[config.mk]
export PLATFORM = sky130hd
export DESIGN_NAME = manch_rx_ctrl_flat
export DESIGN_NICKNAME = d
export VERILOG_FILES = /design/src/rtl/manch_pkg.sv /design/src/rtl/manch_rx_ctrl_if.sv /design/src/rtl/manch_edge_timer.sv /design/src/rtl/manch_rx_ctrl.sv /design/src/flat_wrapper.sv
export SDC_FILE = /design/constraint.sdc
export NUM_CORES = 1
export LEC_CHECK = 0
export ABC_AREA = 0
export BUFFER_PORTS_ARGS = -buffer_cell sky130_fd_sc_hd__buf_2
export CORE_UTILIZATION = 52
export CTS_CLUSTER_DIAMETER = 80
export DETAILED_ROUTE_END_ITERATION = 10
export HOLD_SLACK_MARGIN = 0.02
export PLACE_DENSITY = 0.82
export SYNTH_ARGS = -nofsm -noshare
export SYNTH_HDL_FRONTEND = slang
export SYNTH_SLANG_ARGS = --single-unit
[constraint.sdc]
create_clock -name clk -period 4.85 [get_ports clk]
set_clock_uncertainty 0.15 [all_clocks]
set_input_delay 0.7275 -clock clk [delete_from_list [all_inputs] [get_ports clk]]
set_output_delay 0.7275 -clock clk [all_outputs]
set_load 0.02 [all_outputs]
[src/rtl/manch_pkg.sv]
// rtl/manch_pkg.sv - shared types and constants for the Manchester receiver
package manch_pkg;

    typedef enum logic [2:0] {
        ST_IDLE,
        ST_HUNT,
        ST_SFD,
        ST_DATA,
        ST_DONE
    } state_t;

    // start-of-frame delimiter that follows the alternating preamble
    localparam logic [7:0] SFD_BYTE = 8'hD5;

    // bit value carried by a rising mid-bit transition
    localparam logic RISE_BIT = 1'b1;

endpackage

[src/rtl/manch_rx_ctrl_if.sv]
// rtl/manch_rx_ctrl_if.sv - received-byte handshake bundle
interface manch_rx_ctrl_if;

    logic [7:0] out_data;
    logic       out_valid;
    logic       out_ready;

    modport master (
        output out_data,
        output out_valid,
        input  out_ready
    );

    modport slave (
        input  out_data,
        input  out_valid,
        output out_ready
    );

endinterface

[src/rtl/manch_edge_timer.sv]
// rtl/manch_edge_timer.sv - line synchronizer, gap counter and edge classifier
module manch_edge_timer
    import manch_pkg::*;
#(
    parameter int HALF_BIT = 8
) (
    input  logic clk,
    input  logic rst_n,
    input  logic i_din,
    input  logic i_resync,
    output logic o_mid_edge,
    output logic o_bit_val,
    output logic o_sym_err,
    output logic o_timeout
);

    localparam int GW = $clog2(3 * HALF_BIT + 1);
    localparam logic [GW-1:0] G_SAT     = GW'(3 * HALF_BIT);
    localparam logic [GW-1:0] G_BND_MIN = GW'(HALF_BIT / 2);
    localparam logic [GW-1:0] G_MID_MIN = GW'(3 * HALF_BIT / 2);
    localparam logic [GW-1:0] G_MID_MAX = GW'(5 * HALF_BIT / 2);

    logic          r_s1;
    logic          r_s2;
    logic          r_s3;
    logic [GW-1:0] r_g;
    logic          r_bnd;
    logic          w_edge;
    logic          w_mid;
    logic          w_bnd;
    logic          w_err;

    assign w_edge = r_s2 ^ r_s3;

    // two-flop synchronizer plus a history flop for edge detection
    always_ff @(posedge clk or negedge rst_n) begin
        if (!rst_n) begin
            r_s1 <= 1'b0;
            r_s2 <= 1'b0;
            r_s3 <= 1'b0;
        end else begin
            r_s1 <= i_din;
            r_s2 <= r_s1;
            r_s3 <= r_s2;
        end
    end

    // classify an edge by the gap since the last mid-bit edge; resync takes any edge as mid-bit
    always_comb begin
        w_mid = 1'b0;
        w_bnd = 1'b0;
        w_err = 1'b0;
        if (w_edge) begin
            if (i_resync) begin
                w_mid = 1'b1;
            end else if (r_g < G_BND_MIN) begin
                w_err = 1'b1;
            end else if (r_g < G_MID_MIN) begin
                if (r_bnd) begin
                    w_err = 1'b1;
                end else begin
                    w_bnd = 1'b1;
                end
            end else if (r_g <= G_MID_MAX) begin
                w_mid = 1'b1;
            end else begin
                w_err = 1'b1;
            end
        end
    end

    // saturating gap counter and one-boundary-per-bit tracker
    always_ff @(posedge clk or negedge rst_n) begin
        if (!rst_n) begin
            r_g   <= '0;
            r_bnd <= 1'b0;
        end else begin
            if (w_mid) begin
                r_g <= '0;
            end else if (r_g != G_SAT) begin
                r_g <= r_g + GW'(1);
            end
            if (w_mid || w_err || i_resync) begin
                r_bnd <= 1'b0;
            end else if (w_bnd) begin
                r_bnd <= 1'b1;
            end
        end
    end

    assign o_mid_edge = w_mid;
    assign o_bit_val  = r_s2 ? RISE_BIT : ~RISE_BIT;
    assign o_sym_err  = w_err;
    // fires on the single cycle where the gap grows past the mid-bit window
    assign o_timeout  = ~i_resync & ~w_edge & (r_g == G_MID_MAX);

endmodule

[src/rtl/manch_rx_ctrl.sv]
// rtl/manch_rx_ctrl.sv - Manchester receiver: preamble hunt, SFD match, payload bytes
module manch_rx_ctrl
    import manch_pkg::*;
#(
    parameter int HALF_BIT    = 8,
    parameter int FRAME_BYTES = 4
) (
    input  logic            clk,
    input  logic            rst_n,
    input  logic            enable,
    input  logic            datamin,
    manch_rx_ctrl_if.master out_if,
    output logic            frame_start,
    output logic            frame_done,
    output logic            err_sym,
    output logic            err_ovf,
    output logic            busy
);

    localparam int FRAME_BITS = FRAME_BYTES * 8;
    localparam int BCW        = $clog2(FRAME_BITS + 1);

    state_t           r_state;
    state_t           w_state_nxt;
    logic [7:0]       r_shift;
    logic [7:0]       w_shift_nxt;
    logic [7:0]       w_shift_in;
    logic [BCW-1:0]   r_bcnt;
    logic [BCW-1:0]   w_bcnt_nxt;
    logic [BCW-1:0]   w_bcnt_inc;
    logic             w_resync;
    logic             w_mid_edge;
    logic             w_bit_val;
    logic             w_sym_err;
    logic             w_timeout;
    logic             w_err;
    logic             w_start;
    logic             w_done;
    logic             w_sym;
    logic             w_ovf;
    logic             w_load;
    logic [7:0]       r_data;
    logic             r_valid;
    logic             r_start;
    logic             r_done;
    logic             r_sym;
    logic             r_ovf;
    logic             r_busy;

    // in HUNT with no bits gathered, the next edge is taken as a mid-bit edge
    assign w_resync   = (r_state == ST_HUNT) && (r_bcnt == '0);
    assign w_err      = w_sym_err | w_timeout;
    assign w_shift_in = {r_shift[6:0], w_bit_val};
    assign w_bcnt_inc = r_bcnt + BCW'(1);

    manch_edge_timer #(
        .HALF_BIT (HALF_BIT)
    ) u_edge_timer (
        .clk        (clk),
        .rst_n      (rst_n),
        .i_din      (datamin),
        .i_resync   (w_resync),
        .o_mid_edge (w_mid_edge),
        .o_bit_val  (w_bit_val),
        .o_sym_err  (w_sym_err),
        .o_timeout  (w_timeout)
    );

    // state register and bit-level datapath
    always_ff @(posedge clk or negedge rst_n) begin
        if (!rst_n) begin
            r_state <= ST_IDLE;
            r_shift <= '0;
            r_bcnt  <= '0;
        end else begin
            r_state <= w_state_nxt;
            r_shift <= w_shift_nxt;
            r_bcnt  <= w_bcnt_nxt;
        end
    end

    // next state, shift/count updates and event strobes
    always_comb begin
        w_state_nxt = r_state;
        w_shift_nxt = r_shift;
        w_bcnt_nxt  = r_bcnt;
        w_start     = 1'b0;
        w_done      = 1'b0;
        w_sym       = 1'b0;
        w_ovf       = 1'b0;
        w_load      = 1'b0;
        if (!enable) begin
            w_state_nxt = ST_IDLE;
            w_shift_nxt = '0;
            w_bcnt_nxt  = '0;
        end else begin
            case (r_state)
                ST_IDLE: begin
                    w_state_nxt = ST_HUNT;
                    w_shift_nxt = '0;
                    w_bcnt_nxt  = '0;
                end
                ST_HUNT: begin
                    if (w_err) begin
                        w_bcnt_nxt = '0;
                    end else if (w_mid_edge) begin
                        w_shift_nxt = w_shift_in;
                        // a repeated bit restarts the alternation run at length one
                        if (r_bcnt == '0 || w_bit_val == r_shift[0]) begin
                            w_bcnt_nxt = BCW'(1);
                        end else if (r_bcnt == BCW'(7)) begin
                            w_bcnt_nxt  = '0;
                            w_state_nxt = ST_SFD;
                        end else begin
                            w_bcnt_nxt = w_bcnt_inc;
                        end
                    end
                end
                ST_SFD: begin
                    if (w_err) begin
                        w_bcnt_nxt  = '0;
                        w_state_nxt = ST_HUNT;
                    end else if (w_mid_edge) begin
                        w_shift_nxt = w_shift_in;
                        if (w_shift_in == SFD_BYTE) begin
                            w_bcnt_nxt  = '0;
                            w_start     = 1'b1;
                            w_state_nxt = ST_DATA;
                        end
                    end
                end
                ST_DATA: begin
                    if (w_err) begin
                        w_sym       = 1'b1;
                        w_bcnt_nxt  = '0;
                        w_state_nxt = ST_HUNT;
                    end else if (w_mid_edge) begin
                        w_shift_nxt = w_shift_in;
                        w_bcnt_nxt  = w_bcnt_inc;
                        if (w_bcnt_inc[2:0] == 3'd0) begin
                            if (!r_valid || out_if.out_ready) begin
                                w_load = 1'b1;
                            end else begin
                                w_ovf = 1'b1;
                            end
                        end
                        if (w_bcnt_inc == BCW'(FRAME_BITS)) begin
                            w_done      = 1'b1;
                            w_bcnt_nxt  = '0;
                            w_state_nxt = ST_DONE;
                        end
                    end
                end
                ST_DONE: begin
                    w_bcnt_nxt  = '0;
                    w_state_nxt = ST_HUNT;
                end
                default: begin
                    w_state_nxt = ST_IDLE;
                end
            endcase
        end
    end

    // registered outputs: byte holding register, handshake and pulses
    always_ff @(posedge clk or negedge rst_n) begin
        if (!rst_n) begin
            r_data  <= '0;
            r_valid <= 1'b0;
            r_start <= 1'b0;
            r_done  <= 1'b0;
            r_sym   <= 1'b0;
            r_ovf   <= 1'b0;
            r_busy  <= 1'b0;
        end else begin
            if (w_load) begin
                r_data  <= w_shift_in;
                r_valid <= 1'b1;
            end else if (r_valid && out_if.out_ready) begin
                r_valid <= 1'b0;
            end
            r_start <= w_start;
            r_done  <= w_done;
            r_sym   <= w_sym;
            r_ovf   <= w_ovf;
            r_busy  <= (w_state_nxt == ST_SFD) || (w_state_nxt == ST_DATA);
        end
    end

    assign out_if.out_data  = r_data;
    assign out_if.out_valid = r_valid;
    assign frame_start      = r_start;
    assign frame_done       = r_done;
    assign err_sym          = r_sym;
    assign err_ovf          = r_ovf;
    assign busy             = r_busy;

endmodule

[src/flat_wrapper.sv]
// flat-port wrapper written by rule: the top's interface ports become plain ports
module manch_rx_ctrl_flat import manch_pkg::*;
#(
    parameter int HALF_BIT    = 8,
    parameter int FRAME_BYTES = 4
)
  (clk, rst_n, enable, datamin, frame_start, frame_done, err_sym, err_ovf, busy, out_if_out_data, out_if_out_valid, out_if_out_ready);
  manch_rx_ctrl_if out_if_i ();
  input  logic clk;
  input  logic rst_n;
  input  logic enable;
  input  logic datamin;
  output logic frame_start;
  output logic frame_done;
  output logic err_sym;
  output logic err_ovf;
  output logic busy;
  output wire logic [$bits(out_if_i.out_data)-1:0] out_if_out_data;
  output wire logic [$bits(out_if_i.out_valid)-1:0] out_if_out_valid;
  input wire logic [$bits(out_if_i.out_ready)-1:0] out_if_out_ready;
  assign out_if_out_data = out_if_i.out_data;
  assign out_if_out_valid = out_if_i.out_valid;
  assign out_if_i.out_ready = out_if_out_ready;
  manch_rx_ctrl #(.HALF_BIT(HALF_BIT), .FRAME_BYTES(FRAME_BYTES)) u_core (.clk(clk), .rst_n(rst_n), .enable(enable), .datamin(datamin), .out_if(out_if_i), .frame_start(frame_start), .frame_done(frame_done), .err_sym(err_sym), .err_ovf(err_ovf), .busy(busy));
endmodule
### Word-level counts from Yosys, hierarchy flattened

Index checks and enable logic that the tools add are counted.

| storage, ports and cells | value |
|---|---|
| input bits | 5 |
| word-level logic and storage cells | 140 |
| output and inout port bits | 14 |
| flip-flop bits (word level) | 39 |

| operators by class | value |
|---|---|
| $lt $le $gt $ge | 3 |
| mux-type cells | 76 |
| bitwise gates (word level) | 6 |
| add/subtract/negate cells | 2 |
| reduce and logical (&&, ||, !) cells | 18 |
| equal/unequal tests | 20 |

Operator list:

| cell | number |
|---|---|
| $mux W6 | 11 |
| $mux W1 | 46 |
| $mux W3 | 11 |
| $pmux W6 S4 | 1 |
| $mux W7 | 3 |
| $pmux W7 S2 | 1 |
| $eq A3 B2 Y1 const B | 4 |
| $ne A4 B3 Y1 const B | 3 |
| $pmux W3 S4 | 1 |
| $mux W5 | 2 |
| $eq A8 B8 Y1 const B | 1 |
| $add A6 B1 Y6 const B | 1 |
| $eq A6 B3 Y1 const B | 1 |
| $eq A6 B6 Y1 const B | 1 |
| $logic_not A3 Y1 | 2 |
| $logic_not A6 Y1 | 1 |
| $ne A3 B2 Y1 const B | 2 |
| $reduce_bool A2 Y1 | 3 |
| $add A5 B1 Y5 const B | 1 |
| $eq A5 B5 Y1 const B | 1 |
| $le A5 B5 Y1 const B | 1 |
| $logic_or A1 B1 Y1 | 5 |
| $lt A5 B3 Y1 const B | 1 |
| $lt A5 B4 Y1 const B | 1 |
| other kinds (17) | 20 |

### Depth between registers and ports, before layout

| logic depth | value |
|---|---|
| depth in word-level cells | 12 |
| mapped depth | 9 |
| gate-level depth less buffers | 8 |

### Cells and area by module

From an unflattened synthesis, not the netlist that was laid out.

| unflattened totals | value |
|---|---|
| cells, all modules | 204 |
| area total of the unflattened synthesis | 2069.5 um^2 |

Modules (own cells, without submodules):

| module | sequential area each (um^2) | area an instance (um^2) | cells an instance | instances |
|---|---|---|---|---|
| manch_rx_ctrl | 750.7 | 1571.5 | 153 | 1 |
| manch_edge_timer | 225.2 | 498.0 | 51 | 1 |

### Worst setup path before layout

Ideal clock, no wire load.

| timing | value |
|---|---|
| path type | reg-to-reg |
| from | reg u_core.r_bcnt[0] |
| to | reg u_core.r_data[0], in the netlist u_core.out_if.out_data[0] |
| data required time | 4.575 ns |
| library setup time | 0.125 ns |
| path slack | 2.642 ns |
| cell stages (with the launch flop) | 10 |
| path buffers | 1 |
| data arrival time | 1.934 ns |
| path through | dfrtp_1 -> inv_1 -> ha_1 -> and2b_1 -> nand3_1 -> a21oi_4 -> nand4_1 -> nor2b_1 -> buf_4 -> mux2_2 |

| on the way | value |
|---|---|
| word-level cells in the longest chain between the ends | 9 |
| elaborated cells between the ends (all ways) | 17 |

Ends and longest elaborated chain:

| what | RTL line | source |
|---|---|---|
| from (decl) | manch_rx_ctrl.sv:28 | `logic [BCW-1:0] r_bcnt;` |
| from (signal assigned) | manch_rx_ctrl.sv:78 | `r_bcnt <= w_bcnt_nxt;` |
| parallel branches: the longest is 6 deep, another holds $add A6 B1 Y6 | n/a |  |
| $mux W1 * | manch_rx_ctrl.sv:133 | `if (w_err) begin` |
| $mux W1 * | manch_rx_ctrl.sv:97 | `case (r_state)` |
| $mux W1 * | manch_rx_ctrl.sv:92 | `if (!enable) begin` |
| to (signal assigned) | manch_rx_ctrl.sv:177 | `r_data <= w_shift_in;` |
| to (decl) | manch_rx_ctrl.sv:42 | `logic [7:0] r_data;` |

Every way passes the cells marked *.
A chain may end at the register's enable or synchronous reset.

### Worst setup path after layout

| timing | value |
|---|---|
| from | reg u_core.r_bcnt[0] |
| to | reg u_core.r_data[6], in the netlist u_core.out_if.out_data[6] |

The elaborated chain is that of the path after synthesis.

==> metrics.md <==
| Metric | Value |
|---|---|
| Vias | 1625 |
| Core area | 4000 µm² |
| Design Area, Final | 2360 µm² |
| Synth area leaders | dfrtp_1 45%, mux2_2 5.7%, nor2_1 3.8% |
| Most frequent cell after synthesis | dfrtp_1 |
| Fraction of registers with async set/reset | 100% |
| Max Cap Viol | 0 |
| Starting density of the core | 54.3% |
| Final min period | 2800 ps |
| Clock share of power | 27.4% |
| CTS root buf | clkbuf_8 |
| First-pass GRT wire length | 6.68 mm |
| Io pins | 19 |
| CTS tree | done |
| Die Y-Extent | 66.6 µm |
| Gr ovfl total | 0 |
| Crit path capture type | flip-flop |
| Final #Nets | 241 |
| Worst Hold Class | reg2reg |
| R2R cell count | 8 |
| Mapped Avg Cell Area | 10.2 µm² |
| Worst hold endpoint | u_core.u_edge_timer.r_s2 |
| Sequential fraction of the synthesis area | 45.0% |
| Ant. Diodes | 0 |
| Die W | 66.6 µm |
| Gr usage total | 20.6% |
| Final ANT Viol Nets | 0 |
| Slew @ Worst Pin | 842 ps |
| Violated checks | DRC |
| Cts bufs inserted | 5 |
| Reg power frac | 49.8% |
| Tcrit/Tclk final | 57.8% |
| Drt total wl | 4.07 mm |
| Max Slew Vio Count | 0 |
| Tot Pwr | 777 µW |
| Vias per cell | 5.78 |
| Wire per inst | 14.5 µm |
| Cell Pwr Density | 329 nW/µm² |
| Yosys cell types | 50 |
| Synthesis-to-layout area growth | 8.70% |
| CTS max path bufs | 2 |
| CP Launch Type | flip-flop |
| Most used DFF post-synth | dfrtp_1 |
| Syn. warnings | 0 |
| Hold_sp | u_core.u_edge_timer.r_s1 |
| Dpl hpwl | 2.97 mm |
| Leak | 1.12 nW |
| Logic pwr share | 22.7% |
| Post-Layout Cell Count | 281 |
| Unrepaired setup endpoints after global routing | false |
| Syn Std Cell Area | 2170 µm² |
| Status | finished, violations left |
| Post-place instance area | 2270 µm² |
| Hold_buf cts | 0 |
| Switching pwr | 252 µW |
| Reg clk slew, reported paths | 70 ps |
| Hold Crit Depth | 0 |
| Final-report setup violation count | 0 |
| Clock Latency Late Sink | 300 ps |
| Critical path class | reg2reg |
| Post-cts resize count | 0 |
| Rel. slew slack | 43.9% |
| Worst r2r dst | u_core.out_if.out_data[6] |
| PortBufs | 18 |
| Pre-antenna DRT Iters | 8 |
| P_int | 524 µW |
| Synth top cells by count | 39 x dfrtp_1, 22 x nor2_1, 14 x nand2_1 |
| Fraction of layout cells with a size suffix above 1 | 18.6% |
| Fin. Hold Viols | 0 |
| Switching part of the total | 32.5% |
| Initial antenna violation count | 0 |
| EDFF count, synth | 0 |
| Top-area cell type share of the netlist area | 45.0% |
| # Post-CTS Setup Buffers | 0 |
| Syn nets | 224 |
| CP max FO | 10 |
| Placed Instances | 273 |
| FF+latch count, synth | 39 |
| Cell taking the most area after synthesis | dfrtp_1 |
| H-tree Lvls | 2 |
| DR iter-0 viols | 119 |
| Cells after synthesis | 213 |
| Drc violations | 1 |
| Pin count of the biggest net entering global routing | 40 |
| Peak supply drop | 0.245 mV |
| Reg-to-Reg Start | u_core.r_bcnt[0] |
| Worst EP required | 4880 ps |
| Die Footprint | 4440 µm² |
| TNS Setup | 0 ps |
| Sink Count | 39 |
| RePlAce Congestion | 0.857 |
| FP Rows | 23 |
| Critical path arrival | 2830 ps |
| Vias in the first global route | 1495 |
| FF-to-FF setup slack | 2050 ps |
| Fmax | 357 MHz |
kinds of logic after synthesis:
logic type      Yosys count  synth area share, %
simple gates             85                 21.1
xor+xnor                 10                 4.03
mux                      16                 8.01
flops                    39                 45.0
fa+ha+maj                 6                 3.46
buf+inv                  20                 4.32
compound gates           37                 14.1
metrics by stage:
step                      setup slack [ps]  utilization, %  hold slack [ps]
after floorplan                       2640               -              181
after global placement                2120            56.9              182
after detailed placement              2040            56.9              186
after CTS                             2040            59.0              204
after global routing                  1840            59.0              213
final                                 2050            59.0              205
sequential cells by signal, indices dropped and copies added, names as in the netlist:
name                       count
u_core.r_state                 3
u_core.frame_done              1
u_core.frame_start             1
u_core.busy                    1
u_core.err_ovf                 1
u_core.err_sym                 1
u_core.u_edge_timer.r_s1       1
u_core.out_if.out_valid        1
u_core.u_edge_timer.r_s2       1
u_core.u_edge_timer.r_g        5
u_core.r_bcnt                  6
u_core.u_edge_timer.r_bnd      1
u_core.u_edge_timer.r_s3       1
u_core.r_shift                 7
u_core.out_if.out_data         8
worst max path at each step:
| stage | cells past startpoint | to | from | slack [ps] |
|---|---|---|---|---|
| floorplan | 9 | u_core.out_if.out_data[0] | u_core.r_bcnt[0] | 2640 |
| global placement | 8 | u_core.out_if.out_data[2] | u_core.r_bcnt[0] | 2120 |
| detailed placement | 8 | u_core.out_if.out_data[2] | u_core.r_bcnt[0] | 2040 |
| CTS | 8 | u_core.out_if.out_data[4] | u_core.r_bcnt[0] | 2040 |
| global route | 6 | u_core.out_if.out_data[0] | u_core.r_state[0] | 1840 |
| finish | 8 | u_core.out_if.out_data[6] | u_core.r_bcnt[0] | 2050 |
cells in the final DEF (no fill, tap or decap), types with 3 or more instances in the layout:
cell type  synthesis  routed
dfrtp_1           39      39
nor2_1            22      22
buf_2              3      18
nand2_1           14      14
inv_1             12      12
mux2_2            11      11
nand3_1            9       9
nor3_1             7       7
o21ai_0            6       6
ha_1               6       6
xor2_1             5       5
xnor2_1            5       5
nand2b_1           5       5
o21a_1             5       5
mux2i_1            5       5
clkbuf_8           0       5
and3_1             4       4
a22o_1             4       4
nor3b_1            3       3
or3_1              3       3
nor2b_1            3       3
nand4b_1           3       3
a31oi_1            3       3
critical path, stage by stage, from the launching register on:
cell	delay (ps)
dfrtp_1	460
inv_1	90
ha_1	130
and2b_1	190
nand3_1	140
a21oi_4	330
nand4_1	200
nor2b_1	590
mux2_2	410
area by class of cell:
type	instances	area (µm²)
fillers	342	1640
well taps	50	62.6
repair buffers	18	90.1
flip-flops and latches	39	976
clock inverters	2	12.5
inverters	12	45.0
clock buffers	6	72.6
multi-input cells	154	1100
routing by layer:
layer  global-route usage (%)  routed length [µm]  vias up
met1                     25.6                1830      789
met5                        0                   0        -
li1                         -                   -      790
met2                     33.2                2000       37
met4                     10.4                 107        0
met3                     4.62                 136        9
power by group through the flow:
| stage | clock, mW | sequential, mW | combinational, mW |
|---|---|---|---|
| finish | 0.213 | 0.387 | 0.177 |
| CTS | 0.220 | 0.387 | 0.178 |
| detailed placement | 0 | 0.393 | 0.177 |
| floorplan | 0 | 0.376 | 0.154 |
| global placement | 0 | 0.391 | 0.173 |
| global route | 0.237 | 0.391 | 0.196 |
No activity file was read; power rests on OpenSTA's default activity.
